===== src/rtl/dec2hex_pkg.sv =====
// ============================================================================
// dec2hex_pkg : shared types and constants for the decimal-to-binary entry block
// Revision    : 1.0
// ============================================================================
`default_nettype none

package dec2hex_pkg;

   typedef enum logic [1:0] {
      ST_IDLE    = 2'd0,
      ST_COLLECT = 2'd1,
      ST_CALC    = 2'd2,
      ST_OUT     = 2'd3
   } state_t;

   localparam int         MAX_DIGITS_DEF = 3;
   localparam logic [3:0] DEC_BASE       = 4'd10;

endpackage

`default_nettype wire


===== src/rtl/dec2hex_mac.sv =====
// ============================================================================
// dec2hex_mac : acc*10 + digit using shift-add, with saturation detection
// Revision    : 1.0
// ============================================================================
`default_nettype none

module dec2hex_mac
   import dec2hex_pkg::*;
#(
   parameter int HEX_W = 8
) (
   input  logic [HEX_W+1:0] acc_i,
   input  logic [3:0]       digit_i,
   output logic [HEX_W+1:0] acc_o,
   output logic             sat_o
);

   localparam int ACC_W  = HEX_W + 2;
   localparam int FULL_W = ACC_W + 4;

   logic [FULL_W-1:0] w_full;

   assign w_full = (FULL_W'(acc_i) << 3) + (FULL_W'(acc_i) << 1) + FULL_W'(digit_i);
   assign sat_o  = w_full > FULL_W'({HEX_W{1'b1}});
   // Clamp so a long entry cannot wrap the accumulator back below the limit
   assign acc_o  = (w_full > FULL_W'({ACC_W{1'b1}})) ? {ACC_W{1'b1}} : w_full[ACC_W-1:0];

endmodule

`default_nettype wire


===== src/rtl/dec2hex_entry.sv =====
// ============================================================================
// dec2hex_entry : collects BCD digits (MSD first) and converts an entry to binary
// Revision      : 1.0
// ============================================================================
`default_nettype none

module dec2hex_entry
   import dec2hex_pkg::*;
#(
   parameter int MAX_DIGITS = MAX_DIGITS_DEF,
   parameter int HEX_W      = 8
) (
   input  logic             clock,
   input  logic             rst_n,
   input  logic [3:0]       digit,
   input  logic             digit_valid,
   output logic             digit_ready,
   input  logic             commit,
   input  logic             clear,
   output logic [HEX_W-1:0] hex,
   output logic             hex_valid,
   output logic             ovf,
   output logic             bad_digit,
   output logic [1:0]       digit_cnt
);

   localparam int         ACC_W   = HEX_W + 2;
   localparam logic [1:0] CNT_MAX = 2'(MAX_DIGITS);

   state_t             state_q, state_d;
   logic [ACC_W-1:0]   acc_q, acc_d;
   logic [1:0]         cnt_q, cnt_d;
   logic [3:0]         dig_q, dig_d;
   logic               pend_q, pend_d;
   logic               esat_q, esat_d;
   logic               eovf_q, eovf_d;
   logic               ebad_q, ebad_d;
   logic [HEX_W-1:0]   hex_q, hex_d;
   logic               ovf_q, ovf_d;
   logic               bad_q, bad_d;

   logic [ACC_W-1:0]   w_mac_acc;
   logic               w_mac_sat;
   logic               w_ready;
   logic               w_xfer;
   logic               w_bad;
   logic               w_full;
   logic [HEX_W-1:0]   w_hex_new;
   logic               w_out_fire;

   dec2hex_mac #(.HEX_W(HEX_W)) u_mac (
      .acc_i   (acc_q),
      .digit_i (dig_q),
      .acc_o   (w_mac_acc),
      .sat_o   (w_mac_sat)
   );

   assign w_ready   = (state_q == ST_IDLE) || (state_q == ST_COLLECT);
   assign w_xfer    = w_ready && digit_valid;
   assign w_bad     = digit >= DEC_BASE;
   assign w_full    = cnt_q == CNT_MAX;
   assign w_hex_new = esat_q ? {HEX_W{1'b1}} : acc_q[HEX_W-1:0];

   always_ff @(posedge clock or negedge rst_n) begin
      if (!rst_n) begin
         state_q <= ST_IDLE;
         acc_q   <= '0;
         cnt_q   <= '0;
         dig_q   <= '0;
         pend_q  <= 1'b0;
         esat_q  <= 1'b0;
         eovf_q  <= 1'b0;
         ebad_q  <= 1'b0;
         hex_q   <= '0;
         ovf_q   <= 1'b0;
         bad_q   <= 1'b0;
      end else begin
         state_q <= state_d;
         acc_q   <= acc_d;
         cnt_q   <= cnt_d;
         dig_q   <= dig_d;
         pend_q  <= pend_d;
         esat_q  <= esat_d;
         eovf_q  <= eovf_d;
         ebad_q  <= ebad_d;
         hex_q   <= hex_d;
         ovf_q   <= ovf_d;
         bad_q   <= bad_d;
      end
   end

   always_comb begin
      state_d = state_q;
      acc_d   = acc_q;
      cnt_d   = cnt_q;
      dig_d   = dig_q;
      pend_d  = pend_q;
      esat_d  = esat_q;
      eovf_d  = eovf_q;
      ebad_d  = ebad_q;
      hex_d   = hex_q;
      ovf_d   = ovf_q;
      bad_d   = bad_q;
      case (state_q)
         ST_IDLE, ST_COLLECT: begin
            if (w_xfer && !w_bad && !w_full) begin
               dig_d   = digit;
               pend_d  = commit;
               state_d = ST_CALC;
            end else if (w_xfer) begin
               // Rejected digits still complete the handshake; only the flag records them
               if (w_bad) ebad_d = 1'b1;
               else       eovf_d = 1'b1;
               state_d = commit ? ST_OUT : ST_COLLECT;
            end else if (commit) begin
               state_d = ST_OUT;
            end
         end
         ST_CALC: begin
            acc_d   = w_mac_acc;
            cnt_d   = cnt_q + 2'd1;
            esat_d  = esat_q | w_mac_sat;
            pend_d  = pend_q | commit;
            state_d = (pend_q || commit) ? ST_OUT : ST_COLLECT;
         end
         ST_OUT: begin
            hex_d   = w_hex_new;
            ovf_d   = esat_q | eovf_q;
            bad_d   = ebad_q;
            acc_d   = '0;
            cnt_d   = '0;
            pend_d  = 1'b0;
            esat_d  = 1'b0;
            eovf_d  = 1'b0;
            ebad_d  = 1'b0;
            state_d = ST_IDLE;
         end
         default: state_d = ST_IDLE;
      endcase
      if (clear) begin
         state_d = ST_IDLE;
         acc_d   = '0;
         cnt_d   = '0;
         pend_d  = 1'b0;
         esat_d  = 1'b0;
         eovf_d  = 1'b0;
         ebad_d  = 1'b0;
         hex_d   = hex_q;
         ovf_d   = ovf_q;
         bad_d   = bad_q;
      end
   end

   // Result is presented combinationally during OUT so it coincides with hex_valid
   always_comb begin
      w_out_fire  = (state_q == ST_OUT) && !clear;
      digit_ready = w_ready;
      hex_valid   = w_out_fire;
      hex         = w_out_fire ? w_hex_new        : hex_q;
      ovf         = w_out_fire ? (esat_q | eovf_q) : ovf_q;
      bad_digit   = w_out_fire ? ebad_q           : bad_q;
      digit_cnt   = cnt_q;
   end

endmodule

`default_nettype wire


===== config.mk =====
export PLATFORM = sky130hd
export DESIGN_NAME = dec2hex_entry
export DESIGN_NICKNAME = d
export VERILOG_FILES = /design/src/rtl/dec2hex_pkg.sv /design/src/rtl/dec2hex_mac.sv /design/src/rtl/dec2hex_entry.sv
export SDC_FILE = /design/constraint.sdc
export NUM_CORES = 1
export LEC_CHECK = 0
export ABC_AREA = 1
export CORE_MARGIN = 5
export CORE_UTILIZATION = 58
export DETAILED_ROUTE_END_ITERATION = 6
export PLACE_DENSITY = 0.92
export REMOVE_ABC_BUFFERS = 1
export SYNTH_ARGS = -nofsm -noshare
export SYNTH_HDL_FRONTEND = slang
export SYNTH_SLANG_ARGS = --single-unit

===== constraint.sdc =====
create_clock -name clock -period 3.8 [get_ports clock]
set_input_delay 0.57 -clock clock [delete_from_list [all_inputs] [get_ports clock]]
set_output_delay 0.57 -clock clock [all_outputs]
set_load 0.02 [all_outputs]

==> flow_summary.yaml <==
route:
  routed_wl_um: 4690
  viasPerCell: 5.33
  routed.top_layer: "met4"
  drc_errors: 0
  wl_met2_um: 2310
  antenna_left: 0
  via_count: 1929
  dr.pass1.iters: 4
  post_drt_wl_per_cell_um: 13.0
  m1WireLength_um: 2050
  drtIter0Drc: 184
  wl_met3_um: 195
placed_design:
  post-dp-hpwl_um: 3650
  placed_cell_area_sq_um: 2440
  gp_congestion: 0.939
  port_buffers: 22
  dpl_worst_slack_ns: 0.678
  place_inst: 354
grt:
  grt_remaining_overflow: 0
  grt_max_degree: 33
  grt_pass1_vias: 1957
  grt_util_all_layers: 0.207
  grt_first_pass_wirelength_um: 8470
  antenna_found_initial: 0
yosys:
  synth-async-reset-ratio: 1.00
  synth-seq-cells: 32
  ys.flop_type: "dfrtp_1"
  ys_types: 35
  syn_avg_cell_area_sq_um: 7.56
  synth_warnings: 0
  netlist_instances: 286
  synth_edf_count: 0
  netlist_area_sq_um: 2160
  seq_area_frac_synth: 0.370
clock_network:
  holdBufCountCts: 0
  cts-root-buf: "clkbuf_8"
  cts_resized: 0
  ctsHtreeMaxLevel: 2
  cts.path.max_buffers: 2
  numCtsBuffers: 5
  postCtsSetupBuffers: 0
  cts_sinks: 32
  cts_tree: "yes"
  clk_latency_ns: 0.28
  clkTransAtPathRegs_ns: 0.06
layout:
  area_growth_pct: 18.7
  finish.net_count: 344
  final_core_utilization: 0.707
  final_area_sq_um: 2570
  drive_gt1_frac: 0.0573
  diodes: 0
  stdcell_count: 362
timing:
  fin_crit_sh: 0.818
  period_minus_slack_ns: 3.11
  hold_viol_final: 0
  fin_skew_ns: 0.00202
  worst_pin_slew_ns: 0.426
  setup_viol: 0
  whs_ns: 0.496
  fmax_mhz: 322
  slew_violations: 0
  maxSlewHeadroom: 0.715
  rsz0062_at_grt: "false"
  fin_setup_tns_ns: 0
  fin_ws_ns: 0.690
die:
  fp.dieH_um: 71.1
  io_pins: 23
  die_area_sq_um: 5050
  core_region_area_sq_um: 3630
  rows: 22
  initial_core_util: 0.595
  die_w_um: 71.1
power_and_ir_drop:
  p_per_area_nw_per_um2: 587
  power_frac_seq: 0.327
  comb_power_share: 0.439
  switching_share: 0.375
  p_leak_nw: 1.40
  power.switching_uw: 564
  ir_worst_vdd_v: 0.000377
  power_mw: 1.51
  clkPwrFrac: 0.234
  p_int_uw: 942
hold_path:
  hold_start: "dig_q[2]"
  hold_depth: 2
  hold-path-endpoint: "dig_q[2]"
  hold_class: "flop to flop"
setup_path:
  crit_type: "primary input to output pin"
  crit_fanout: 15
  reg2reg_depth: 12
  required_ns: 3.23
  end_kind: "output pin"
  critical_path_arrival_ns: 2.54
  rrSetupSlack_ns: 0.99
  reg2reg_to: "acc_q[6]"
  r2r_start: "acc_q[0]"
  start_kind: "primary input"
status:
  outcome: "finished clean"
job:
  cap_viol_max_count: 0
[routing by layer]
layer,global-route usage,vias up
met2,0.345,60
met1,0.266,882
met3,0.0426,17
met4,0.0772,0
met5,0,-
li1,-,970
[cell families after synthesis]
kind of cell    Yosys count  share of synthesized area
simple gates            136                      0.275
flops                    32                      0.370
fa+ha+maj                22                      0.134
compound gates           40                      0.112
buf+inv                  52                     0.0926
xor+xnor                  4                     0.0162
[flip-flops by register name, summed over array words and instances, names as in the netlist]
name	cells
ebad_q	1
digit_cnt	2
bad_q	1
eovf_q	1
esat_q	1
ovf_q	1
state_q	2
hex_q	8
dig_q	4
pend_q	1
acc_q	10
[worst max-delay path, stage by stage]
cell and delay (ns):
clkdlybuf4s50_1 0.45, nor2_1 0.35, buf_4 0.27, nor2_1 0.06, a31oi_1 0.19, clkdlybuf4s50_1 0.65
[how the worst max path moves through the flow]
| stage | from | to | slack [ns] | depth (start not counted) |
|---|---|---|---|---|
| 4_1_cts | clear | hex[4] | 0.69 | 6 |
| 6_report | clear | hex[4] | 0.69 | 6 |
| 5_1_grt | clear | hex[4] | 0.52 | 6 |
| 3_5_place_dp | clear | hex[6] | 0.68 | 6 |
| 3_3_place_gp | clear | hex[4] | 0.77 | 6 |
| 2_1_floorplan | clear | hex[0] | 1.26 | 3 |
[power by group through the flow]
stage	Combinational (mW)	Sequential, mW	Clock [mW]
final	0.661	0.493	0.352
after global routing	0.733	0.508	0.374
after CTS	0.665	0.494	0.357
after detailed placement	0.653	0.497	0
after global placement	0.632	0.494	0
after floorplan	0.421	0.487	0
[cells in the final DEF, fill, tap and decap left out, types with 3 or more instances in the layout]
cell type	netlist	final
o21ai_0	5	5
nor2_1	28	28
clkdlybuf4s50_1	0	22
a21oi_1	11	11
dfrtp_1	32	32
nand2_1	81	81
inv_1	46	46
buf_4	1	3
a31oi_1	9	9
nand4_1	3	3
clkbuf_8	0	7
nand3_1	11	11
ha_1	20	20
o21ai_1	9	9
[final cells by class]
cell class,instances,area (sq um)
fillers,287,1070
inverters,47,176
flip-flops and latches,32,801
repair buffers,25,243
clock inverters,1,30.0
well taps,48,60.1
clock buffers,7,96.3
multi-input cells,202,1160
[cells in the mapped netlist, types with 2 or more instances]
master | instances | area (sq um)
nand3b_1 | 2 | 15.0
nor3_1 | 2 | 10.0
ha_1 | 20 | 250
a31oi_1 | 9 | 56.3
xnor2_1 | 2 | 17.5
inv_1 | 46 | 173
fa_1 | 2 | 40.0
nand3_1 | 11 | 55.1
nand4_1 | 3 | 18.8
o21ai_0 | 5 | 25.0
dfrtp_1 | 32 | 801
o21ai_1 | 9 | 45.0
nand2_1 | 81 | 304
xor2_1 | 2 | 17.5
clkbuf_1 | 3 | 11.3
nor2_1 | 28 | 105
a21oi_1 | 11 | 55.1
No activity file was read; power rests on OpenSTA's default activity.
